File: config.mk
export PLATFORM = sky130hd
export DESIGN_NAME = vpu_dispatch
export DESIGN_NICKNAME = d
export VERILOG_FILES = /design/src/rtl/vpu_dispatch.sv
export SDC_FILE = /design/constraint.sdc
export NUM_CORES = 1
export LEC_CHECK = 0
export CAP_MARGIN = 20
export CORE_MARGIN = 3
export CORE_UTILIZATION = 35
export DETAILED_ROUTE_END_ITERATION = 16
export SYNTH_ARGS = -nofsm -noshare
export SYNTH_HDL_FRONTEND = slang
export SYNTH_SLANG_ARGS = --single-unit
File: constraint.sdc
create_clock -name clk -period 16 [get_ports clk]
set_clock_uncertainty 0.15 [all_clocks]
set_input_delay 3.2 -clock clk [delete_from_list [all_inputs] [get_ports clk]]
set_output_delay 3.2 -clock clk [all_outputs]
set_load 0.005 [all_outputs]
File: src/rtl/vpu_dispatch.sv
// ============================================================================
// vpu_dispatch : instruction FIFO and issue sequencer feeding the VPU.
// Revision     : 1.0 - initial release
// ============================================================================
`default_nettype none

module vpu_dispatch #(
    parameter int DEPTH  = 8,
    parameter int ADDR_W = 13,
    parameter int OP_W   = 10,
    parameter int CNT_W  = 16
) (
    input  logic                       clk,
    input  logic                       rst_n,
    input  logic                       cmd_valid,
    output logic                       cmd_ready,
    input  logic [63:0]                cmd_data,
    input  logic                       enable,
    input  logic                       flush,
    output logic [OP_W-1:0]            opcode,
    output logic [ADDR_W-1:0]          inst_addr_a,
    output logic [ADDR_W-1:0]          inst_addr_b,
    output logic [ADDR_W-1:0]          inst_addr_c,
    output logic [ADDR_W-1:0]          inst_addr_const,
    output logic                       start,
    input  logic                       done,
    output logic                       busy,
    output logic [$clog2(DEPTH):0]     fifo_count,
    output logic [CNT_W-1:0]           retired_count,
    output logic                       err_spurious
);

    localparam int PTR_W = $clog2(DEPTH);
    localparam int CW    = PTR_W + 1;
    localparam int OP_LSB = 0;
    localparam int A_LSB  = 10;
    localparam int B_LSB  = 23;
    localparam int C_LSB  = 36;
    localparam int K_LSB  = 49;

    typedef enum logic [0:0] {
        S_IDLE = 1'b0,
        S_WAIT = 1'b1
    } state_t;

    state_t            state;
    logic [61:0]       mem [DEPTH];
    logic [PTR_W-1:0]  wr_ptr;
    logic [PTR_W-1:0]  rd_ptr;
    logic [CW-1:0]     count;
    logic [61:0]       head;
    logic              push;
    logic              pop;
    logic              unused_rsvd;

    // Reserved instruction bits are dropped at the FIFO input.
    assign unused_rsvd = &{1'b0, cmd_data[63:62]};

    assign cmd_ready  = (count < CW'(DEPTH));
    assign fifo_count = count;
    assign head       = mem[rd_ptr];
    assign push       = cmd_valid && cmd_ready && !flush;
    assign pop        = (count != '0) && enable && !flush &&
                        ((state == S_IDLE) || done);

    always_ff @(posedge clk) begin
        if (push) begin
            mem[wr_ptr] <= cmd_data[61:0];
        end
    end

    always_ff @(posedge clk or negedge rst_n) begin
        if (!rst_n) begin
            wr_ptr <= '0;
            rd_ptr <= '0;
            count  <= '0;
        end else if (flush) begin
            wr_ptr <= '0;
            rd_ptr <= '0;
            count  <= '0;
        end else begin
            if (push) begin
                wr_ptr <= wr_ptr + 1'b1;
            end
            if (pop) begin
                rd_ptr <= rd_ptr + 1'b1;
            end
            case ({push, pop})
                2'b10:   count <= count + 1'b1;
                2'b01:   count <= count - 1'b1;
                default: count <= count;
            endcase
        end
    end

    always_ff @(posedge clk or negedge rst_n) begin
        if (!rst_n) begin
            state           <= S_IDLE;
            start           <= 1'b0;
            busy            <= 1'b0;
            opcode          <= '0;
            inst_addr_a     <= '0;
            inst_addr_b     <= '0;
            inst_addr_c     <= '0;
            inst_addr_const <= '0;
            retired_count   <= '0;
            err_spurious    <= 1'b0;
        end else begin
            start <= pop;
            if (pop) begin
                opcode          <= head[OP_LSB +: OP_W];
                inst_addr_a     <= head[A_LSB +: ADDR_W];
                inst_addr_b     <= head[B_LSB +: ADDR_W];
                inst_addr_c     <= head[C_LSB +: ADDR_W];
                inst_addr_const <= head[K_LSB +: ADDR_W];
            end
            case (state)
                S_IDLE: begin
                    if (done) begin
                        err_spurious <= 1'b1;
                    end
                    if (pop) begin
                        busy  <= 1'b1;
                        state <= S_WAIT;
                    end
                end
                S_WAIT: begin
                    if (done) begin
                        retired_count <= retired_count + 1'b1;
                        // Back-to-back issue keeps us in WAIT with busy held.
                        if (!pop) begin
                            busy  <= 1'b0;
                            state <= S_IDLE;
                        end
                    end
                end
                default: begin
                    state <= S_IDLE;
                    busy  <= 1'b0;
                end
            endcase
        end
    end

endmodule

`default_nettype wire

==> out/qor.csv <==
stage,metric,value,unit
timing,Max Freq,166,MHz
pwr,Net Sw Frac,0.221,
route,Via density,4.92,
logic_synthesis,mapped cell area,0.0222,sq mm
route,DRT Pass-1 Iters,5,
clock_tree,CTS tree,built,
timing,RSZ-0062 raised after global routing,no,
hold_path,hold crit path type,flop to flop,
logic_synthesis,largest cells by area after synthesis,"edfxtp_1 (67%), mux4_2 (13%), dfrtp_1 (10%), mux2i_1 (2.8%), o21ai_0 (1.6%)",
logic_synthesis,"EDFF count, synth",496,
floorplan,Chip Width,258,microns
timing,fin crit period,6.04,ns
setup_path,critical path's largest stage delay,0.78,ns
placement,IO Port Bufs,153,
timing,Setup WS post-layout,9.96,ns
pwr,Power Density,144,mW/mm^2
run,max-cap viol count,0,
placement,Placement Setup Slack,9.27,ns
clock_tree,clock-pin transition on the worst setup and hold timing paths,0.06,ns
logic_synthesis,post-synth cell types,40,
pwr,maximum vdd ir drop,0.000122,V
timing,period utilisation layout,0.377,
floorplan,Die Y,258,microns
logic_synthesis,Yosys reg bits,588,
placement,DP HPWL,25.0,mm
layout,"Core Util, Final",0.434,
pwr,Switch Pwr,861,uW
pwr,"Power, Total",3890,uW
floorplan,row count,91,
clock_tree,CTS Sinks,588,
global_routing,vias in the first global route,11348,
setup_path,critical-path cell list,clkdlybuf4s50_1 > or3_1 > nor2_4 > buf_4,
setup_path,Max Fanout on Critical Path,40,
placement,Placer Congestion,0.735,
route,total number of vias,10584,
global_routing,largest net degree at the start of global routing,108,
setup_path,CP max stage cell,nor2_4,
logic_synthesis,Ys Warns,0,
clock_tree,# hold bufs at CTS,0,
route,Post-Route WL,47.0,mm
clock_tree,Setup Buffers After CTS,0,
floorplan,core area,0.0623,sq mm
layout,final net count,1335,
pwr,Flop pwr share,0.473,
timing,Final Setup Violations,0,
logic_synthesis,post-synth top area share,0.671,
layout,synth-to-layout area growth,21.6,%
route,WL per Instance,21.9,microns
setup_path,WP data required,16.05,ns
route,residual DRC count,0,
logic_synthesis,Synth top cells by count,"edfxtp_1 (496), mux4_2 (124), dfrtp_1 (92), nand2_1 (71), o21ai_0 (70)",
global_routing,initial antenna violation count,5,
logic_synthesis,Mapped Nets,1150,
pwr,combinational share of power,0.122,
floorplan,number of top-level pins,156,
global_routing,first-pass GRT wire length,71.7,mm
setup_path,Worst Setup Start Kind,input pin,
global_routing,grt total ovfl,0,
layout,layout cells sized above 1,0.197,
timing,TNS Setup,0,ns
floorplan,die area,0.0665,sq mm
logic_synthesis,Synth Instances,1075,
logic_synthesis,Mean Syn Cell Area,20.7,sq um
timing,final hold vios,0,
outcome,status,completed,
clock_tree,Num CTS Buffers,66,
logic_synthesis,ys async rst share,0.156,
pwr,power share of the clock group,0.405,
logic_synthesis,sequential fraction of the synthesis area,0.774,
pwr,Internal,3030,uW
logic_synthesis,cell type with the highest aggregate area in the netlist,edfxtp_1,
route,1st-iter DRT viols,753,
clock_tree,deepest clock path buffer count,3,
timing,Pins Over Slew Limit,0,
clock_tree,H-tree levels,3,
timing,Rel. slew slack,0.310,
clock_tree,post_cts resized,0,
clock_tree,Clock Root Buffer,clkbuf_16,
clock_tree,Worst-Skew Late Latency,0.58,ns
floorplan,initial core utilization,0.357,
setup_path,CP endpoint kind,flop,
pwr,Leakage,0.00878,uW
logic_synthesis,most frequent cell after synthesis,edfxtp_1,
setup_path,CP arrival,6.09,ns
global_routing,Global Route Usage Sum,0.145,
timing,Worst Tran Pin Value,1.04,ns
setup_path,WS Path Type,input pin to flop,
route,Routed Antenna Nets,0,
logic_synthesis,Main synth FF type,edfxtp_1,
==> flip-flops by register name, indices dropped and copies added (netlist names), 4 cells and up <==
signal	flops
fifo_count	4
inst_addr_a	13
inst_addr_const	13
retired_count	16
inst_addr_b	13
opcode	10
mem	496
inst_addr_c	13
==> cell type report <==
cell class	instances	area [sq um]
Clock inverter	32	419
Multi-Input combinational cell	429	4790
Sequential cell	588	17200
Tap cell	837	1050
Fill cell	5419	35300
Timing Repair Buffer	170	1670
Antenna cell	1	2.50
Clock buffer	88	1870
Inverter	5	18.8
==> placed cells by master (no fill, tap or decap), types with 2 or more instances in the layout <==
| cell type | n |
|---|---|
| a21oi_1 | 4 |
| a31oi_1 | 3 |
| and3_1 | 2 |
| buf_4 | 17 |
| bufinv_16 | 10 |
| clkbuf_1 | 12 |
| clkbuf_16 | 69 |
| clkbuf_8 | 7 |
| clkdlybuf4s50_1 | 152 |
| clkinv_1 | 9 |
| clkinv_2 | 8 |
| dfrtp_1 | 89 |
| dfrtp_4 | 3 |
| edfxtp_1 | 496 |
| ha_1 | 5 |
| inv_1 | 5 |
| inv_6 | 3 |
| mux2i_1 | 63 |
| mux4_2 | 124 |
| nand2_1 | 71 |
| nand2b_1 | 7 |
| nand3_1 | 11 |
| nand4_1 | 4 |
| nor2_1 | 12 |
| nor2_4 | 6 |
| nor2b_1 | 4 |
| nor3_1 | 3 |
| nor3_2 | 2 |
| nor3b_1 | 2 |
| o21ai_0 | 70 |
| or3_1 | 3 |
| xnor2_1 | 9 |
| xor2_1 | 10 |
==> metrics by stage <==
step	hold slack [ns]	instance area, sq um	cells
after global routing	0.328	27000	2149
after global placement	0.303	24700	2029
after floorplan	0.301	22200	1075
after detailed placement	0.313	24700	2029
after CTS	0.325	27000	2149
final	0.316	27000	2150
==> logic make-up (layout without fill, tap and decap cells) <==
logic type	count (synthesis)	after routing	synth area share
other	0	1	0
adder cells (fa/ha/maj)	5	5	0.00282
AND/OR/NAND/NOR	135	135	0.0283
multiplexers	188	188	0.155
flip-flops	588	588	0.774
XOR/XNOR	19	19	0.00749
buffers and inverters	58	295	0.0127
AO/OA/AOI/OAI	82	82	0.0197
==> layer usage <==
layer  vias up  part of all wire  global-route usage
li1       4711                 -                   -
met1      5564              0.44               0.192
met2       225              0.49               0.241
met3        76             0.049              0.0317
met4         8             0.019              0.0445
met5         -            0.0013                   0
==> power groups by stage <==
stage	Combinational, uW	Clock [uW]	Sequential, uW
after floorplan	229	0	1860
after global placement	483	0	1870
after detailed placement	490	0	1870
after CTS	491	1620	1840
after global routing	526	1680	1860
final	476	1570	1840
==> worst max-delay path, delay by kind of cell <==
kind                   cells  cell delay, ns
buffers and inverters      2            1.40
AND/OR/NAND/NOR            2            1.43
==> worst paths after layout <==
check,startpoint,endpoint,slack (ns),cells after the start
min reg2reg,err_spurious,err_spurious,0.32,1
min,err_spurious,err_spurious,0.32,1
max in group asynchronous,rst_n,rd_ptr[0],11.86,2
max,flush,mem[6][49],9.96,4
min in group asynchronous,rst_n,retired_count[13],2.60,1
max reg2reg,fifo_count[3],mem[6][49],12.64,4
Power figures use the tool's default switching activity.
